$ cat src/rtl/mos6502_tgt_pkg.sv
// Shared constants and types for the MOS6502 bus target: window geometry,
// register offsets, CTRL/STATUS bit positions and the wait-state FSM encoding.
package mos6502_tgt_pkg;

    localparam int WIN_AW    = 7;
    localparam int RAM_AW    = 6;
    localparam int RAM_BYTES = 1 << RAM_AW;

    localparam logic [3:0] REG_RLD_LO = 4'h0;
    localparam logic [3:0] REG_RLD_HI = 4'h1;
    localparam logic [3:0] REG_CTRL   = 4'h2;
    localparam logic [3:0] REG_STATUS = 4'h3;
    localparam logic [3:0] REG_CNT_LO = 4'h4;
    localparam logic [3:0] REG_CNT_HI = 4'h5;
    localparam logic [3:0] REG_WDOG   = 4'h6;

    localparam int CTRL_EN   = 0;
    localparam int CTRL_IE   = 1;
    localparam int CTRL_AUTO = 2;
    localparam int STAT_EXP  = 0;

    typedef enum logic [1:0] {
        IDLE   = 2'd0,
        WAIT   = 2'd1,
        ACCESS = 2'd2
    } tgt_state_e;

endpackage

$ cat src/rtl/mos6502_tgt_timer.sv
// 16-bit interval timer: reload/count/CTRL/EXP state with strobed register
// writes from the bus target and a single-cycle expiry pulse.
module mos6502_tgt_timer
    import mos6502_tgt_pkg::*;
(
    input  logic        clk,
    input  logic        reset,
    input  logic        wr_rld_lo,
    input  logic        wr_rld_hi,
    input  logic        wr_ctrl,
    input  logic        wr_status,
    input  logic [7:0]  wdata,
    output logic [15:0] reload,
    output logic [15:0] count,
    output logic [2:0]  ctrl,
    output logic        exp,
    output logic        expire
);

    assign expire = ctrl[CTRL_EN] && (count == 16'h0000);

    always_ff @(posedge clk or posedge reset) begin
        if (reset) begin
            reload <= '0;
            count  <= '0;
            ctrl   <= '0;
            exp    <= 1'b0;
        end else begin
            if (wr_rld_lo) reload[7:0]  <= wdata;
            if (wr_rld_hi) reload[15:8] <= wdata;

            if (wr_ctrl && wdata[CTRL_EN] && !ctrl[CTRL_EN]) begin
                count <= reload;
            end else if (expire) begin
                if (ctrl[CTRL_AUTO]) count <= reload;
            end else if (ctrl[CTRL_EN]) begin
                count <= count - 16'd1;
            end

            // A CTRL write overrides the one-shot auto-disable in the same cycle.
            if (wr_ctrl) begin
                ctrl <= wdata[2:0];
            end else if (expire && !ctrl[CTRL_AUTO]) begin
                ctrl[CTRL_EN] <= 1'b0;
            end

            // Expiry beats a simultaneous write-1-to-clear.
            if (expire) begin
                exp <= 1'b1;
            end else if (wr_status && wdata[STAT_EXP]) begin
                exp <= 1'b0;
            end
        end
    end

endmodule

$ cat src/rtl/mos6502_bus_target.sv
// Bus responder for the 6502 core: 64-byte scratch RAM plus a timer register
// bank with RDY wait states. Optional watchdog/NMI via MOS6502_TGT_WDOG_EN.
//
//   state  | meaning
//   IDLE   | no stall; register decode drops RDY when WAIT_CYCLES > 0
//   WAIT   | RDY low, counting remaining wait cycles
//   ACCESS | RDY high, register access taken on this edge
module mos6502_bus_target
    import mos6502_tgt_pkg::*;
#(
    parameter logic [15:0] BASE_ADDR   = 16'hFE00,
    parameter int unsigned WAIT_CYCLES = 1
) (
    input  logic        clk,
    input  logic        reset,
    input  logic [15:0] AB,
    input  logic [7:0]  DO,
    input  logic        WE,
    output logic [7:0]  DI,
    output logic        hit,
    output logic        RDY,
    output logic        IRQ,
    output logic        NMI
);

    localparam logic [1:0] WAIT_LOAD = 2'(WAIT_CYCLES - 1);

    tgt_state_e  state, state_nxt;
    logic [1:0]  cnt, cnt_nxt;
    logic        win_sel, ram_sel, reg_sel;
    logic        rdy_c, taken, rd_taken, wr_taken, wr_reg;
    logic [3:0]  reg_off;
    logic [7:0]  ram [RAM_BYTES];
    logic [7:0]  rd_data, snapshot;
    logic [15:0] reload, count;
    logic [2:0]  ctrl;
    logic        exp, expire_unused;

    assign win_sel  = (AB[15:WIN_AW] == BASE_ADDR[15:WIN_AW]);
    assign ram_sel  = win_sel && !AB[6];
    assign reg_sel  = win_sel && (AB[6:4] == 3'b100);
    assign reg_off  = AB[3:0];

    assign taken    = win_sel && rdy_c;
    assign rd_taken = taken && !WE;
    assign wr_taken = taken && WE;
    assign wr_reg   = wr_taken && reg_sel;

    always_ff @(posedge clk or posedge reset) begin
        if (reset) begin
            state <= IDLE;
            cnt   <= '0;
        end else begin
            state <= state_nxt;
            cnt   <= cnt_nxt;
        end
    end

    // RDY is low for exactly WAIT_CYCLES cycles, the IDLE decode cycle included.
    always_comb begin
        state_nxt = state;
        cnt_nxt   = cnt;
        rdy_c     = 1'b1;
        case (state)
            IDLE: begin
                if (reg_sel && (WAIT_CYCLES != 0)) begin
                    rdy_c     = 1'b0;
                    cnt_nxt   = WAIT_LOAD;
                    state_nxt = (WAIT_CYCLES == 1) ? ACCESS : WAIT;
                end
            end
            WAIT: begin
                rdy_c   = 1'b0;
                cnt_nxt = cnt - 2'd1;
                if (cnt == 2'd1) state_nxt = ACCESS;
            end
            ACCESS:  state_nxt = IDLE;
            default: state_nxt = IDLE;
        endcase
    end

    // Reset releases a stalled core at once, even with AB still on a register.
    assign RDY = rdy_c | reset;

`ifdef MOS6502_TGT_WDOG_EN
    logic [15:0] wdog;
    logic        wdog_armed, nmi_q;

    always_ff @(posedge clk or posedge reset) begin
        if (reset) begin
            wdog       <= '0;
            wdog_armed <= 1'b0;
            nmi_q      <= 1'b0;
        end else begin
            nmi_q <= 1'b0;
            if (wr_reg && (reg_off == REG_WDOG)) begin
                wdog       <= 16'hFFFF;
                wdog_armed <= 1'b1;
            end else if (wdog_armed) begin
                if (wdog == 16'h0000) begin
                    nmi_q <= 1'b1;
                    wdog  <= 16'hFFFF;
                end else begin
                    wdog <= wdog - 16'd1;
                end
            end
        end
    end

    assign NMI = nmi_q;
`else
    assign NMI = 1'b0;
`endif

    always_comb begin
        rd_data = 8'h00;
        if (ram_sel) begin
            rd_data = ram[AB[RAM_AW-1:0]];
        end else if (reg_sel) begin
            case (reg_off)
                REG_RLD_LO: rd_data = reload[7:0];
                REG_RLD_HI: rd_data = reload[15:8];
                REG_CTRL:   rd_data = {5'b0, ctrl};
                REG_STATUS: rd_data = {7'b0, exp};
                REG_CNT_LO: rd_data = count[7:0];
                REG_CNT_HI: rd_data = snapshot;
`ifdef MOS6502_TGT_WDOG_EN
                REG_WDOG:   rd_data = {7'b0, wdog_armed};
`endif
                default:    rd_data = 8'h00;
            endcase
        end
    end

    always_ff @(posedge clk) begin
        if (wr_taken && ram_sel) ram[AB[RAM_AW-1:0]] <= DO;
    end

    // DI holds its last read value until the next taken read.
    always_ff @(posedge clk or posedge reset) begin
        if (reset) begin
            DI       <= 8'h00;
            hit      <= 1'b0;
            snapshot <= 8'h00;
        end else begin
            hit <= rd_taken;
            if (rd_taken) DI <= rd_data;
            if (rd_taken && reg_sel && (reg_off == REG_CNT_LO)) snapshot <= count[15:8];
        end
    end

    mos6502_tgt_timer u_timer (
        .clk       (clk),
        .reset     (reset),
        .wr_rld_lo (wr_reg && (reg_off == REG_RLD_LO)),
        .wr_rld_hi (wr_reg && (reg_off == REG_RLD_HI)),
        .wr_ctrl   (wr_reg && (reg_off == REG_CTRL)),
        .wr_status (wr_reg && (reg_off == REG_STATUS)),
        .wdata     (DO),
        .reload    (reload),
        .count     (count),
        .ctrl      (ctrl),
        .exp       (exp),
        .expire    (expire_unused)
    );

    assign IRQ = exp & ctrl[CTRL_IE];

endmodule

$ cat config.mk
export PLATFORM = sky130hd
export DESIGN_NAME = mos6502_bus_target
export DESIGN_NICKNAME = d
export VERILOG_FILES = /design/src/rtl/mos6502_tgt_pkg.sv /design/src/rtl/mos6502_tgt_timer.sv /design/src/rtl/mos6502_bus_target.sv
export SDC_FILE = /design/constraint.sdc
export NUM_CORES = 1
export LEC_CHECK = 0
export BUFFER_PORTS_ARGS = -buffer_cell sky130_fd_sc_hd__buf_4
export CORE_MARGIN = 2
export CORE_UTILIZATION = 35
export CTS_CLUSTER_DIAMETER = 150
export CTS_CLUSTER_SIZE = 14
export DETAILED_ROUTE_END_ITERATION = 10
export PLACE_DENSITY = 0.6
export REMOVE_ABC_BUFFERS = 1
export SLEW_MARGIN = 25
export SYNTH_ARGS = -nofsm -noshare
export SYNTH_HDL_FRONTEND = slang
export SYNTH_SLANG_ARGS = --single-unit
$ cat constraint.sdc
create_clock -name clk -period 3 [get_ports clk]
set_input_delay 0.6 -clock clk [delete_from_list [all_inputs] [get_ports clk]]
set_output_delay 0.6 -clock clk [all_outputs]
set_load 0.005 [all_outputs]
==> metrics.txt, run 1 <==
slowest stage delay, CP=770 ps; Post-synth top cells=edfxtp_1 (512), mux4_2 (94), nor2_1 (87), mux2i_1 (77), nand2_1 (72); Synth Area in Compound Gates=5.19%; number of nets in the layout=1509; Post-synth ARST share=9.54%; crit-path most repeated cell=buf_4; hold buffers post-CTS=0; FMAX=0.359 GHz; Top FF cell, synth=edfxtp_1; Synth Area in Adders=0.0543%; Slew Viols, Final=0; PortBufs=37; crit-path cells=inv_1 -> ha_1 -> nor4b_1 -> buf_4 -> nand2_1 -> buf_4 -> nor3_2 -> a21oi_1 -> mux2_2 -> o22a_1; die width=261 µm; vias in the first global route=13165; Pint=11700 µW; Clock Skew=18.4 ps; initial antenna violation count=2; Synth-to-Final Area Change=15.0%; initial drt markers=1497; starting density of the core=35.2%; final hold violation count=0; ANT nets after route=0; post_cts resized=0; critical path arrival=3260 ps; Psw=3190 µW; slowest cell on the critical path=a21oi_1; CP top delay family=compound AO/OA/AOI/OAI gates; chip height=261 µm; Remaining DRCs=0; Final setup viols=0; largest area contributor in the netlist=edfxtp_1; router iterations before antenna repair=6; area of the multi-input gates=roughly 0.0059 mm²; Clock Power Share=36.6%; Buf/Inv on CP=3; clk_lat worst skew=about 600 ps; crit-path max FO=10; top-count cell post-synth=edfxtp_1; maximum root-to-sink buffer count=3; Syn Area/Cell=17.4 µm²; Clock Root Buffer=clkbuf_16; crit path time final=2790 ps; Synth Instances=1326; Final Wtd Congestion=0.909; sequential power share=57.8%; Syn Std Cell Area=about 0.023 mm²; Pwr Density=562 mW/mm²; gr ovfl total=0; Unique masters post-synth=70; Max VDD drop=0.396 mV; Yosys warning count=0; share of synthesized area spent on multiplexers=14.1%; GR Util All Layers=a little under a fifth; area of the core=0.0654 mm²; Final Cell Area=0.0265 mm²; Yosys reg bits=566; fin crit share=92.9%; Post-Synth XOR/XNOR Area=0%; Slew @ Worst Pin=947 ps; CP required=3480 ps; Ports=39; post-synthesis sequential area ratio=between 70 and 80%; status=complete, no violations; Crit Path Class=reg2reg; FP Rows=94; Post-synth EDFFs=around 510; TritonCTS clock tree=built; max_slew headroom=36.9%; post-synth top area share=66.8%; hold_ws=295 ps; Clock Sinks=566; # Post-CTS Setup Buffers=0; RSZ-0062 raised after global routing=no; H-tree levels=2; FILL cells=5907; Setup crit start kind=register; DR vias/cell=about 5.6; P_leak=slightly below 0.009 µW; largest net degree at the start of global routing=69; register area=0.0167 mm²; Setup crit end kind=register; Area contributors post-synth=edfxtp_1 (67%), mux4_2 (9.2%), dfrtp_1 (5.9%); Worst Hold Class=in2async; MaxCap Viol Count=0; die area=between 0.06 and 0.07 mm²; first-pass GRT wire length=90800 µm; final core occ=40.5%; Simple-Gate Fraction of Synth Area=6.36%; Routed wire per std cell=26.3 µm; detailed placement HPWL=41100 µm; via count=13214; Net Sw Frac=a little over a fifth; Clock Pin Slew Worst Setup and Hold Paths=70 ps; Post-Route WL=62000 µm; share of post-route cells with drive strength above 1=25.0%; total CTS buffers=46; Comb power frac=5.6%; largest family of logic cells by synthesized area=multiplexers; Post-DP Area=0.0252 mm²
-- worst register-to-register path: stages, from the launching register on --
cell and delay, ps:
dfrtp_1 420, inv_1 70, ha_1 220, nor4b_1 160
buf_4 150, nand2_1 80, buf_4 160, nor3_2 60
a21oi_1 770, mux2_2 410, o22a_1 190
-- final timing paths --
check,from,to,slack [ps],depth (start not counted)
worst max-delay path,u_timer.count[1]$_DFFE_PP0P_,u_timer.count[11]$_DFFE_PP0P_,210,10
worst min-delay path,reset,hit$_DFF_PP0_,300,3
worst max register to register,u_timer.count[1]$_DFFE_PP0P_,u_timer.count[11]$_DFFE_PP0P_,210,10
worst min register to register,snapshot[2]$_DFFE_PP0P_,snapshot[2]$_DFFE_PP0P_,510,2
max in group asynchronous,reset,u_timer.reload[8]$_DFFE_PP0P_,2210,3
min in group clk,AB[5],state[1]$_DFFE_PP0P_,340,3
-- sequential cells by signal, indices dropped and copies added, names as in the netlist --
signal,count
u_timer.exp,1
state,1
hit,1
snapshot,8
DI,8
u_timer.count,16
u_timer.ctrl,3
u_timer.reload,16
ram,512
-- layout make-up --
cell class / count / share of cell area, %
Sequential cell: 566 / 63.1
Clock buffer: 54 / 4.54
Inverter: 12 / 0.170
Multi-Input combinational cell: 673 / 22.4
Timing Repair Buffer: 182 / 5.56
Clock inverter: 3 / 0.156
Antenna cell: 1 / 0.00945
Tap cell: 864 / 4.08
-- cell families (layout without fill, tap and decap cells) --
family / Yosys count / in the layout
and+or+nand+nor: 298 / 298
muxes: 202 / 202
other: 1 / 2
DFF: 566 / 566
adders and majority gates: 1 / 1
AOI/OAI and AO/OA: 171 / 171
buffers and inverters: 87 / 251
-- per-stage QoR --
stage                     power, µW  setup slack, ps  TNS, ps  instances
after CTS                     15000             96.6        0       2354
after floorplan                9060             -104    -6560       1251
after detailed placement       9610             87.8        0       2297
after global placement         9600             81.8        0       2297
final                         14900              214        0       2355
after global routing          15400             95.2        0       2354
-- power groups by stage --
| stage | registers (µW) | logic [µW] | clock network, µW |
|---|---|---|---|
| 2_1_floorplan | 8770 | 293 | 0 |
| 3_3_place_gp | 8770 | 832 | 0 |
| 3_5_place_dp | 8770 | 838 | 0 |
| 4_1_cts | 8600 | 840 | 5590 |
| 5_1_grt | 8590 | 887 | 5870 |
| 6_report | 8600 | 839 | 5450 |
-- layer usage --
| layer | global-route usage (%) | vias up | routed length, µm |
|---|---|---|---|
| met2 | 28.5 | 560 | 28600 |
| met5 | 0 | - | 32 |
| met1 | 25.9 | 6911 | 26700 |
| met3 | 4.53 | 114 | 4980 |
| met4 | 5.22 | 4 | 1690 |
| li1 | - | 5625 | - |
-- cells in the final DEF (no fill, tap or decap), drive strengths merged, types with 7 or more instances in the layout --
cell      n
buf     182
mux4     94
mux2i    77
nand2    72
mux2     31
o22ai    14
nor3b     7
clkbuf   54
dfrtp    54
nor2b    16
a31oi     9
edfxtp  512
nor3     26
a21oi    12
a22oi    45
nand4    11
o21ai    41
inv      12
nor4      8
a211oi    9
nand3    29
nor2     88
No activity file was read; power rests on OpenSTA's default activity.
==> run 2, diff against run 1 <==
--- a/config.mk
+++ b/config.mk
@@ -7,11 +7,11 @@
 export LEC_CHECK = 0
 export BUFFER_PORTS_ARGS = -buffer_cell sky130_fd_sc_hd__buf_4
 export CORE_MARGIN = 2
-export CORE_UTILIZATION = 35
+export CORE_UTILIZATION = 62
 export CTS_CLUSTER_DIAMETER = 150
 export CTS_CLUSTER_SIZE = 14
 export DETAILED_ROUTE_END_ITERATION = 10
-export PLACE_DENSITY = 0.6
+export PLACE_DENSITY = 0.9
 export REMOVE_ABC_BUFFERS = 1
 export SLEW_MARGIN = 25
 export SYNTH_ARGS = -nofsm -noshare
==> run 2 against run 1 <==
Compared with the run above:
- sequential power barely moved
- critical path type is now in2out
- non-clock buffer count fell by 6
- critical path depth fell by 3
- setup slack improved by 48 ps
- final area fell by 2.2%
- largest power group unchanged
- sequential share of layout area rose by 1.4 points
- register-to-register slack improved by 150 ps
==> metrics.txt, run 2 (synthesized netlist as in run 1, its figures left out) <==
reg2reg setup slack=360 ps (+150 ps); number of nets in the layout=1503 (-0.40%); commonest cells after routing, fill and taps aside=edfxtp_1 (512), buf_4 (167), mux4_2 (94); Synth-to-Final Area Change=12.6%; Clock Pin Slew Worst Setup and Hold Paths=70 ps (about the same); total CTS buffers=46 (unchanged); vias in the first global route=13994 (+6.3%); worst slack, placed=122 ps (+33.8 ps); Pwr Density=570 mW/mm² (+1.4%); Setup crit end kind=output pin; Reg2Reg Capture Point=u_timer.count[13]$_DFFE_PP0P_; initial drt markers=2371 (+58%); Post-Route WL=60300 µm (-2.7%); detailed placement HPWL=39200 µm (-4.5%); Clock Root Buffer=clkbuf_16; post_cts resized=0 (unchanged); R2R depth=6 (-4); TritonCTS clock tree=built; via count=14036 (+6.2%); Max VDD drop=0.534 mV (+35%); hold buffers post-CTS=0 (unchanged); Final Wtd Congestion=0.979 (+7.7%); P_leak=0.00890 µW (-0.43%); area of the core=0.0366 mm² (-44%); CP required=2400 ps (-1080 ps); chip height=197 µm (-24%); Slew @ Worst Pin=843 ps (-104 ps); die width=197 µm (-24%); Crit Path Class=in2out; FMAX=0.365 GHz (+1.7%); Clock Sinks=566 (unchanged); starting density of the core=62.9% (+28 points); crit path time final=2740 ps (-47.8 ps); Worst Hold Class=in2async; setup ws final=262 ps (+47.8 ps); GR Util All Layers=31.7% (+13 points); max_slew headroom=43.7% (+6.8 points); Remaining DRCs=0 (unchanged); first-pass GRT wire length=89000 µm (-2.0%); gr ovfl total=0 (unchanged); Ports=39 (unchanged); commonest non-fill, non-tap cell in the layout=edfxtp_1; status=complete, no violations; H-tree levels=2 (unchanged); Final setup viols=0 (unchanged); initial antenna violation count=0 (-2); Post-Layout Cell Count=1951 (-17%); MaxCap Viol Count=0 (unchanged); Routed wire per std cell=30.9 µm (+17%); largest net degree at the start of global routing=69 (unchanged); fin crit share=91.3% (-1.6 points); ant diodes=0 (-1); DR vias/cell=7.19 (+28%); critical path arrival=2140 ps (-1120 ps); max FFs per register=512 (unchanged); crit-path max FO=5 (-5); router iterations before antenna repair=9 (+3); PortBufs=37 (unchanged); ANT nets after route=0 (unchanged); Clock Skew=23.2 ps (+4.80 ps); final hold violation count=0 (unchanged); die area=0.0387 mm² (-43%); share of post-route cells with drive strength above 1=24.6% (-0.35 points); Setup crit start kind=input port; Slew Viols, Final=0 (unchanged); maximum root-to-sink buffer count=3 (unchanged); # Post-CTS Setup Buffers=0 (unchanged); setup TNS=0 ps (unchanged); placed cells=1895 (-18%); RSZ-0062 raised after global routing=no; clk_lat worst skew=570 ps (-30 ps); worst r2r src=u_timer.count[0]$_DFFE_PP0P_; FP Rows=70 (-26%)
run 2: cell types whose count changed in the layout (fill, tap and decap cells not counted):
cell / change
nor4_2: -1
buf_4: -6
a21oi_2: +1
a21oi_1: -1
diode_2: -1
nor4_1: +1
clkinv_8: -2
inv_6: +1
buf_8: -1
clkbuf_8: +1
run 2: through the flow:
stage	hold WS (ps)	power [µW]	instance area, µm²	utilization [%]
CTS	318	14800	25900	70.8
finish	270	14800	25900	70.8
global placement	498	9530	24700	67.5
global route	353	15100	25900	70.8
detailed placement	507	9550	24700	67.5
floorplan	450	9060	22700	-
run 2: routing by layer:
| metal | vias up | part of all wire (%) | wire (µm) | GRT usage (%) |
|---|---|---|---|---|
| li1 | 5594 | - | - | - |
| met5 | - | 0.13 | 77 | 0 |
| met1 | 6936 | 35 | 21000 | 42.7 |
| met3 | 312 | 13 | 7610 | 7.75 |
| met4 | 2 | 5.8 | 3490 | 14.4 |
| met2 | 1192 | 47 | 28200 | 49.9 |
run 2: how the worst max path moves through the flow:
| stage | cells after the start | from | end | slack (ps) |
|---|---|---|---|---|
| floorplan | 5 | AB[8] | ram[41][0]$_DFFE_PP_ | -100 |
| global placement | 6 | u_timer.count[8]$_DFFE_PP0P_ | u_timer.count[11]$_DFFE_PP0P_ | 160 |
| detailed placement | 10 | u_timer.count[1]$_DFFE_PP0P_ | u_timer.count[11]$_DFFE_PP0P_ | 120 |
| CTS | 10 | u_timer.count[1]$_DFFE_PP0P_ | u_timer.count[11]$_DFFE_PP0P_ | 100 |
| global route | 10 | u_timer.count[0]$_DFFE_PP0P_ | u_timer.count[6]$_DFFE_PP0P_ | 150 |
| finish | 7 | AB[8] | RDY | 260 |
run 2: area by class of cell:
| class | count | area, µm² |
|---|---|---|
| Fill cell | 2120 | 10700 |
| Timing Repair Buffer | 176 | 1430 |
| Tap cell | 468 | 586 |
| Clock inverter | 2 | 17.5 |
| Inverter | 12 | 45.0 |
| Multi-Input combinational cell | 673 | 5920 |
| Clock buffer | 54 | 1200 |
| Sequential cell | 566 | 16700 |
run 2: critical path, stage by stage:
cell and delay [ps]:
buf_4 110, nor3b_1 220, nand4_1 320, buf_4 270
nor3_1 380, nand2_1 100, buf_4 150
run 2: power by group:
group	internal [µW]	switching (µW)	total, µW
clock network	2800	2550	5350
logic	281	538	818
registers	8590	2.64	8600
total	11700	3090	14800
